`src/rtl/tick_handshake.sv`:
```
// Tick-counting request generator: raises req after M ticks, waits up to T ticks
// for ack, and latches a sticky err on timeout. FSM state is visible on state_dbg.
module tick_handshake #(
  parameter int M     = 8,
  parameter int T     = 4,
  parameter int SBITS = 8
) (
  input  logic             clk,
  input  logic             rst,
  input  logic             tick,
  input  logic             ack,
  output logic             req,
  output logic             busy,
  output logic             err,
  output logic [SBITS-1:0] served,
  output logic             ok,
  output logic [1:0]       state_dbg
);

  // Handshake: req is a level held from the edge after the M-th tick until the
  // edge on which ack is sampled high; ack outside WAIT is ignored, and an ack
  // coincident with the timeout tick is treated as a successful handshake.

  typedef enum logic [1:0] {
    IDLE = 2'd0,
    WAIT = 2'd1,
    FAIL = 2'd2
  } state_t;

  localparam logic [15:0]      M_LAST = 16'(M - 1);
  localparam logic [15:0]      M_LIM  = 16'(M);
  localparam logic [7:0]       T_LAST = 8'(T - 1);
  localparam logic [7:0]       T_LIM  = 8'(T);
  localparam logic [SBITS-1:0] S_ONE  = SBITS'(1);

  state_t           state, state_nxt;
  logic [15:0]      tcnt, tcnt_nxt;
  logic [7:0]       wcnt, wcnt_nxt;
  logic             req_nxt, busy_nxt, err_nxt, ok_nxt;
  logic [SBITS-1:0] served_nxt;

  always_ff @(posedge clk) begin
    if (rst) begin
      state  <= IDLE;
      tcnt   <= '0;
      wcnt   <= '0;
      req    <= 1'b0;
      busy   <= 1'b0;
      err    <= 1'b0;
      served <= '0;
      ok     <= 1'b1;
    end else begin
      state  <= state_nxt;
      tcnt   <= tcnt_nxt;
      wcnt   <= wcnt_nxt;
      req    <= req_nxt;
      busy   <= busy_nxt;
      err    <= err_nxt;
      served <= served_nxt;
      ok     <= ok_nxt;
    end
  end

  always_comb begin
    state_nxt  = state;
    tcnt_nxt   = tcnt;
    wcnt_nxt   = wcnt;
    req_nxt    = req;
    busy_nxt   = busy;
    err_nxt    = err;
    served_nxt = served;
    case (state)
      IDLE: begin
        if (tick) begin
          if (tcnt == M_LAST) begin
            tcnt_nxt  = '0;
            state_nxt = WAIT;
            req_nxt   = 1'b1;
            busy_nxt  = 1'b1;
          end else begin
            tcnt_nxt = tcnt + 16'd1;
          end
        end
      end
      WAIT: begin
        tcnt_nxt = '0;
        if (ack) begin
          state_nxt  = IDLE;
          req_nxt    = 1'b0;
          busy_nxt   = 1'b0;
          wcnt_nxt   = '0;
          served_nxt = served + S_ONE;
        end else if (tick) begin
          if (wcnt == T_LAST) begin
            // wcnt is cleared on entry to FAIL so the invariant still holds there.
            state_nxt = FAIL;
            req_nxt   = 1'b0;
            busy_nxt  = 1'b0;
            err_nxt   = 1'b1;
            wcnt_nxt  = '0;
          end else begin
            wcnt_nxt = wcnt + 8'd1;
          end
        end
      end
      FAIL: begin
        req_nxt  = 1'b0;
        busy_nxt = 1'b0;
        err_nxt  = 1'b1;
      end
      default: begin
        state_nxt = IDLE;
        tcnt_nxt  = '0;
        wcnt_nxt  = '0;
        req_nxt   = 1'b0;
        busy_nxt  = 1'b0;
      end
    endcase
    ok_nxt = (tcnt_nxt < M_LIM) && (wcnt_nxt < T_LIM);
  end

  assign state_dbg = state;

endmodule
```
`config.mk`:
```
export PLATFORM = sky130hd
export DESIGN_NAME = tick_handshake
export DESIGN_NICKNAME = d
export VERILOG_FILES = /design/src/rtl/tick_handshake.sv
export SDC_FILE = /design/constraint.sdc
export NUM_CORES = 1
export LEC_CHECK = 0
export ABC_AREA = 1
export CORE_AREA = 2 2 70 72
export CTS_CLUSTER_DIAMETER = 200
export CTS_CLUSTER_SIZE = 25
export DETAILED_ROUTE_END_ITERATION = 10
export DIE_AREA = 0 0 72 74
export PLACE_DENSITY = 0.73
export SETUP_SLACK_MARGIN = 0.1
export SYNTH_ARGS = -nofsm -noshare
export SYNTH_HDL_FRONTEND = slang
export SYNTH_SLANG_ARGS = --single-unit
```
`constraint.sdc`:
```
create_clock -name clk -period 1.5 [get_ports clk]
set_input_delay 0.3 -clock clk [delete_from_list [all_inputs] [get_ports clk]]
set_output_delay 0.3 -clock clk [all_outputs]
set_load 0.1 [all_outputs]
```
== Word-level counts from Yosys, hierarchy flattened ==
Index checks and enable logic that the tools add are counted.
W data, S select, Z words.
Word-level totals
  bits in registers: 37
  bits in latches: 0
  RAM bits: 0
  ROM bits: 0
  bits of input ports: 4
  logic and storage cells: 55
  memories kept: 0
Operators by class
  $add $sub $neg: 3
  multiply operators: 0
  divide/modulo/power cells: 0
  $lt $le $gt $ge: 2
  eq/ne operators: 11
  shifts and indexed selects: 0
  multiplexer cells: 23
  bitwise gates (word level): 1
  reduce and logical (&&, ||, !) cells: 8
Operators with widths (number)
  $mux W16: 2
  $pmux W16 S2: 1
  $mux W8: 3
  $add A16 B1 Y16 const B: 1
  $add A8 B1 Y8 const B: 2
  $eq A16 B3 Y1 const B: 1
  $lt A16 B4 Y1 const B: 1
  $pmux W8 S2: 1
  $mux W2: 5
  $ne A2 B2 Y1 const B: 5
  $eq A8 B2 Y1 const B: 1
  $lt A8 B3 Y1 const B: 1
  $mux W1: 8
  $reduce_and A4 Y1: 2
  $ne A3 B3 Y1 const B: 2
  $pmux W2 S3: 1
  $reduce_and A5 Y1: 1
  $pmux W1 S2: 2
  $eq A2 B1 Y1 const B: 1
  $eq A2 B2 Y1 const B: 1
  $logic_not A2 Y1: 1
  $reduce_and A2 Y1: 1
  $reduce_bool A2 Y1: 1
  $reduce_or A2 Y1: 1
  2 further kinds: 2

== Depth between registers and ports, before layout ==
Gate-level depths: netlist of run 1.
  depth after elaboration: 7
  depth in mapped cells: 14
  gate-level depth less buffers: 13

== Worst setup path after synthesis of run 1 ==
Ideal clock, no wire load.
  path type: flip-flop to flip-flop
  from: register state[0], in the netlist state_dbg[0]
  to: register served[7]
  library setup time: 0.116 ns
  data arrival time: 2.184 ns
  data required time: 1.384 ns
  slack: -0.800 ns
  stages on the path, launching flop included: 11
  buffers on the path: 0
  clock period less this slack: 2.300 ns
  cells stage by stage: dfxtp_1 -> nand2_1 -> nor2_1 -> inv_2 -> nor2_1 -> nand2_1 -> inv_2 -> nand3_1 -> nor2_1 -> a21oi_1 -> o21a_1
On the way
  longest elaborated chain between the ends: 2
RTL lines
  start: declaration: line 36  | state_t state, state_nxt;
  start signal: assignment: line 53  | state <= state_nxt;
  $eq A2 B1 Y1: line 72  | case (state)
  $reduce_and A2 Y1 (no source line)
  end signal: assignment: line 59  | served <= served_nxt;
  end: declaration: line 15  | output logic [SBITS-1:0] served,
Every way passes these cells.
A chain may end at the register's enable or synchronous reset.

== Final worst setup path of run 1 ==
  from: register tcnt[0]
  to: register state[0], in the netlist state_dbg[0]
On the way
  longest elaborated chain between the ends: 3
RTL lines
  start: declaration: line 37  | logic [15:0] tcnt, tcnt_nxt;
  start signal: assignment: line 54  | tcnt <= tcnt_nxt;
  $eq A16 B3 Y1: line 75  | if (tcnt == M_LAST) begin
  $ne A2 B2 Y1 (no source line)
  $reduce_and A5 Y1 (no source line)
Every way passes these cells.

==> flow_summary.toml, run 1 <==
[outcome]
outcome = "finished, violations left"
violations = "setup timing"

[layout]
antenna_cells = 0
area_growth_pct = 59.97
drive_gt1_frac = 0.4484
fin_nets = 452
layout_commonest_cell = "nand2_1"
final_cell_mix = "89 x nand2_1, 55 x buf_4, 35 x inv_1, 35 x nor2_1, 26 x nand3_1"

[die]
rows = 25
dieArea_sq_um = 5328
pin_count = 18
chipWidth_um = 72
start_util = 0.4969
fp.dieH_um = 74
coreArea_sq_um = 4598

[global_route]
track_usage = 0.2693
antenna_found_initial = 0
grt_pass1_vias = 2486
grt_pass1_wl_mm = 11.22
overflow = 0
grt_max_degree = 23

[sta]
finClkSkew_ns = 0.008051
relSlewSlack = 0.7822
worstMarginPinSlew_ns = 0.3262
rsz0062_at_grt = "yes"
setup_viol_count_final = 5
timing.final.crit_share = 1.098
fmax_mhz = 606.9
finalWorstSetupSlack_ns = -0.1477
fin_crit_ns = 1.648
final-hold-violation-count = 0
finalMaxSlewViolations = 0
tns_ns = -0.4366

[pwr]
p_per_area_nw_per_um2 = 497.6
p_sw_frac = 0.2556
p_int_uw = 1354
pwr-share-comb = 0.073
irDropWorstVdd_mv = 0.3628
p_clk_frac = 0.392
switchingPower_uw = 464.8
seq_power_share = 0.536
p_leak_uw = 0.001593

[synth]
ys_ff_latch = 37
synth_edf_count = 0
yosysWarnings = 0
synthArstFlopShare = 0
synth_area_sq_um = 2285
syn_nets = 368
avgSynthCellArea_sq_um = 6.329
yosysSeqAreaShare = 0.3242
ys.flop_type = "dfxtp_1"
ys_types = 34
synthCells = 361

[setup_path]
cpMostUsedCell = "nand2_2"
critPathLaunchType = "register"
crit_slowest_cell = "dfxtp_4"
worstPathRequired_ns = 1.70
crit_fanout = 4
worst-setup-path-type = "reg -> reg"
cp-end-kind = "register"
slowest_delay_ns = 0.38
worstPathArrival_ns = 1.85
cp_cell_sequence = "ha_4, nand3_1, nor2_1, nand2_1, nand2_2, nand2_4, buf_4, nor2_4, nand2_2, a31oi_1"

[min_path]
hp-class = "reg -> reg"

[detailed_routing]
via_per_inst = 5.466
route.detailed.drc = 0
drtIter0Drc = 339
postRouteAntennaNets = 0
wl_per_cell_um = 15.55
wirelength_mm = 7.777
dr.pass1.iters = 4
num_vias = 2733

[place]
dp_hpwl_mm = 4.570
place_congestion = 0.9283
portBuffers = 17
pre_cts_ws_ns = -0.4914

[clock_tree]
clk_pin_slew_ns = 0.08
tritoncts = "yes"
clk-insertion-delay-late_ns = 0.30
cts_buffers = 5
hold_buffers = 0
root_buffer = "clkbuf_8"
cts.sinks = 37
clock_path_buffers = 2
h-tree-depth = 2

[flow_run]
drv_cap = 0
## kinds of logic after synthesis
| group | after synthesis | synth area share |
|---|---|---|
| AO/OA/AOI/OAI | 44 | 0.1051 |
| adder cells (fa/ha/maj) | 3 | 0.01643 |
| AND/OR/NAND/NOR | 220 | 0.4381 |
| XOR/XNOR | 3 | 0.01150 |
| flip-flops | 37 | 0.3242 |
| buffers and inverters | 54 | 0.1046 |
## path summary, 6_finish.rpt
check	from	end	slack, ns	depth (start not counted)
worst max-delay path	tcnt[0]	state_dbg[0]	-0.15	10
worst max register to register	tcnt[0]	state_dbg[0]	-0.15	10
worst min register to register	served[0]	served[0]	0.52	2
worst min-delay path	served[0]	served[0]	0.52	2
## synth_stat cells, types with 2 or more instances
library cell	instances	area, sq um
a31oi_1	3	18.77
o21ai_0	8	40.04
nand4_1	6	37.54
a21oi_1	26	130.1
inv_1	40	150.1
nand2_2	7	43.79
xor2_1	2	17.52
nand3_2	5	50.05
clkbuf_1	3	11.26
buf_4	2	15.01
nor3_1	5	25.02
nor2_4	3	33.78
buf_2	3	15.01
nor2_1	49	183.9
nor2_2	6	37.54
inv_2	3	11.26
dfxtp_1	37	740.7
nand3_1	31	155.2
clkbuf_8	2	27.53
ha_1	3	37.54
nand2_1	103	386.6
o21a_1	2	15.01
## critical path: cells and delay by family (launching register included)
kind	cells	cell delay (ns)
fa+ha+maj	1	0.16
compound gates	1	0.18
simple gates	7	0.69
flops	1	0.38
buf+inv	1	0.15
## power groups by stage
| stage | sequential [uW] | combinational, uW | clock, uW |
|---|---|---|---|
| 3_3_place_gp | 1000 | 98.1 | 0 |
| 2_1_floorplan | 1000 | 43.4 | 0 |
| 4_1_cts | 982 | 121 | 710 |
| 6_report | 974 | 132 | 712 |
| 3_5_place_dp | 1000 | 100 | 0 |
| 5_1_grt | 975 | 139 | 760 |
## area by class of cell
type / instances / area [sq um]
sequential: 37 / 800.8
inverter: 44 / 175.2
timing repair buffer: 87 / 937.1
clock inverter: 2 / 10.01
multi-input combinational: 270 / 1592
fill: 292 / 943.4
clock buffer: 6 / 72.57
tap: 54 / 67.56
## metal layers
layer  global-route usage  share of wire  vias to the layer above  routed length (um)
met5                    0              0                        -                   0
li1                     -              -                     1324                   -
met3              0.05420          0.069                       26                 534
met1               0.3356           0.39                     1262                3069
met4               0.1048          0.035                        0                 269
met2               0.4619           0.50                      121                3903
## sequential cells by signal (all words and copies together) (netlist names)
register	cells
busy	1
err	1
ok	1
served	8
state_dbg	2
tcnt	16
wcnt	8
## metrics by stage
step,total power (uW),util,cells,instance area (sq um),hold slack (ns)
global placement,1101,0.6713,475,3087,0.4865
global route,1874,0.7948,500,3655,0.5421
finish,1819,0.7948,500,3655,0.5166
CTS,1813,0.7363,494,3386,0.5022
floorplan,1048,-,361,2342,0.4500
detailed placement,1103,0.6713,475,3087,0.4831
## what timing repair did
item / 4_1_cts / 5_1_grt
cloned: 1 / 0
pin swaps: 31 / 23
setup buffers: 10 / 7
gates resized for setup: 39 / 63
setup endpoints to repair: 22 / 22
No activity file was read; power rests on OpenSTA's default activity.
==> run 2, diff against run 1 <==
CTS_CLUSTER_DIAMETER = 60   (was 200)
==> results of run 2 <==
The final DEF is identical to that of run 1; final timing and power are the same.
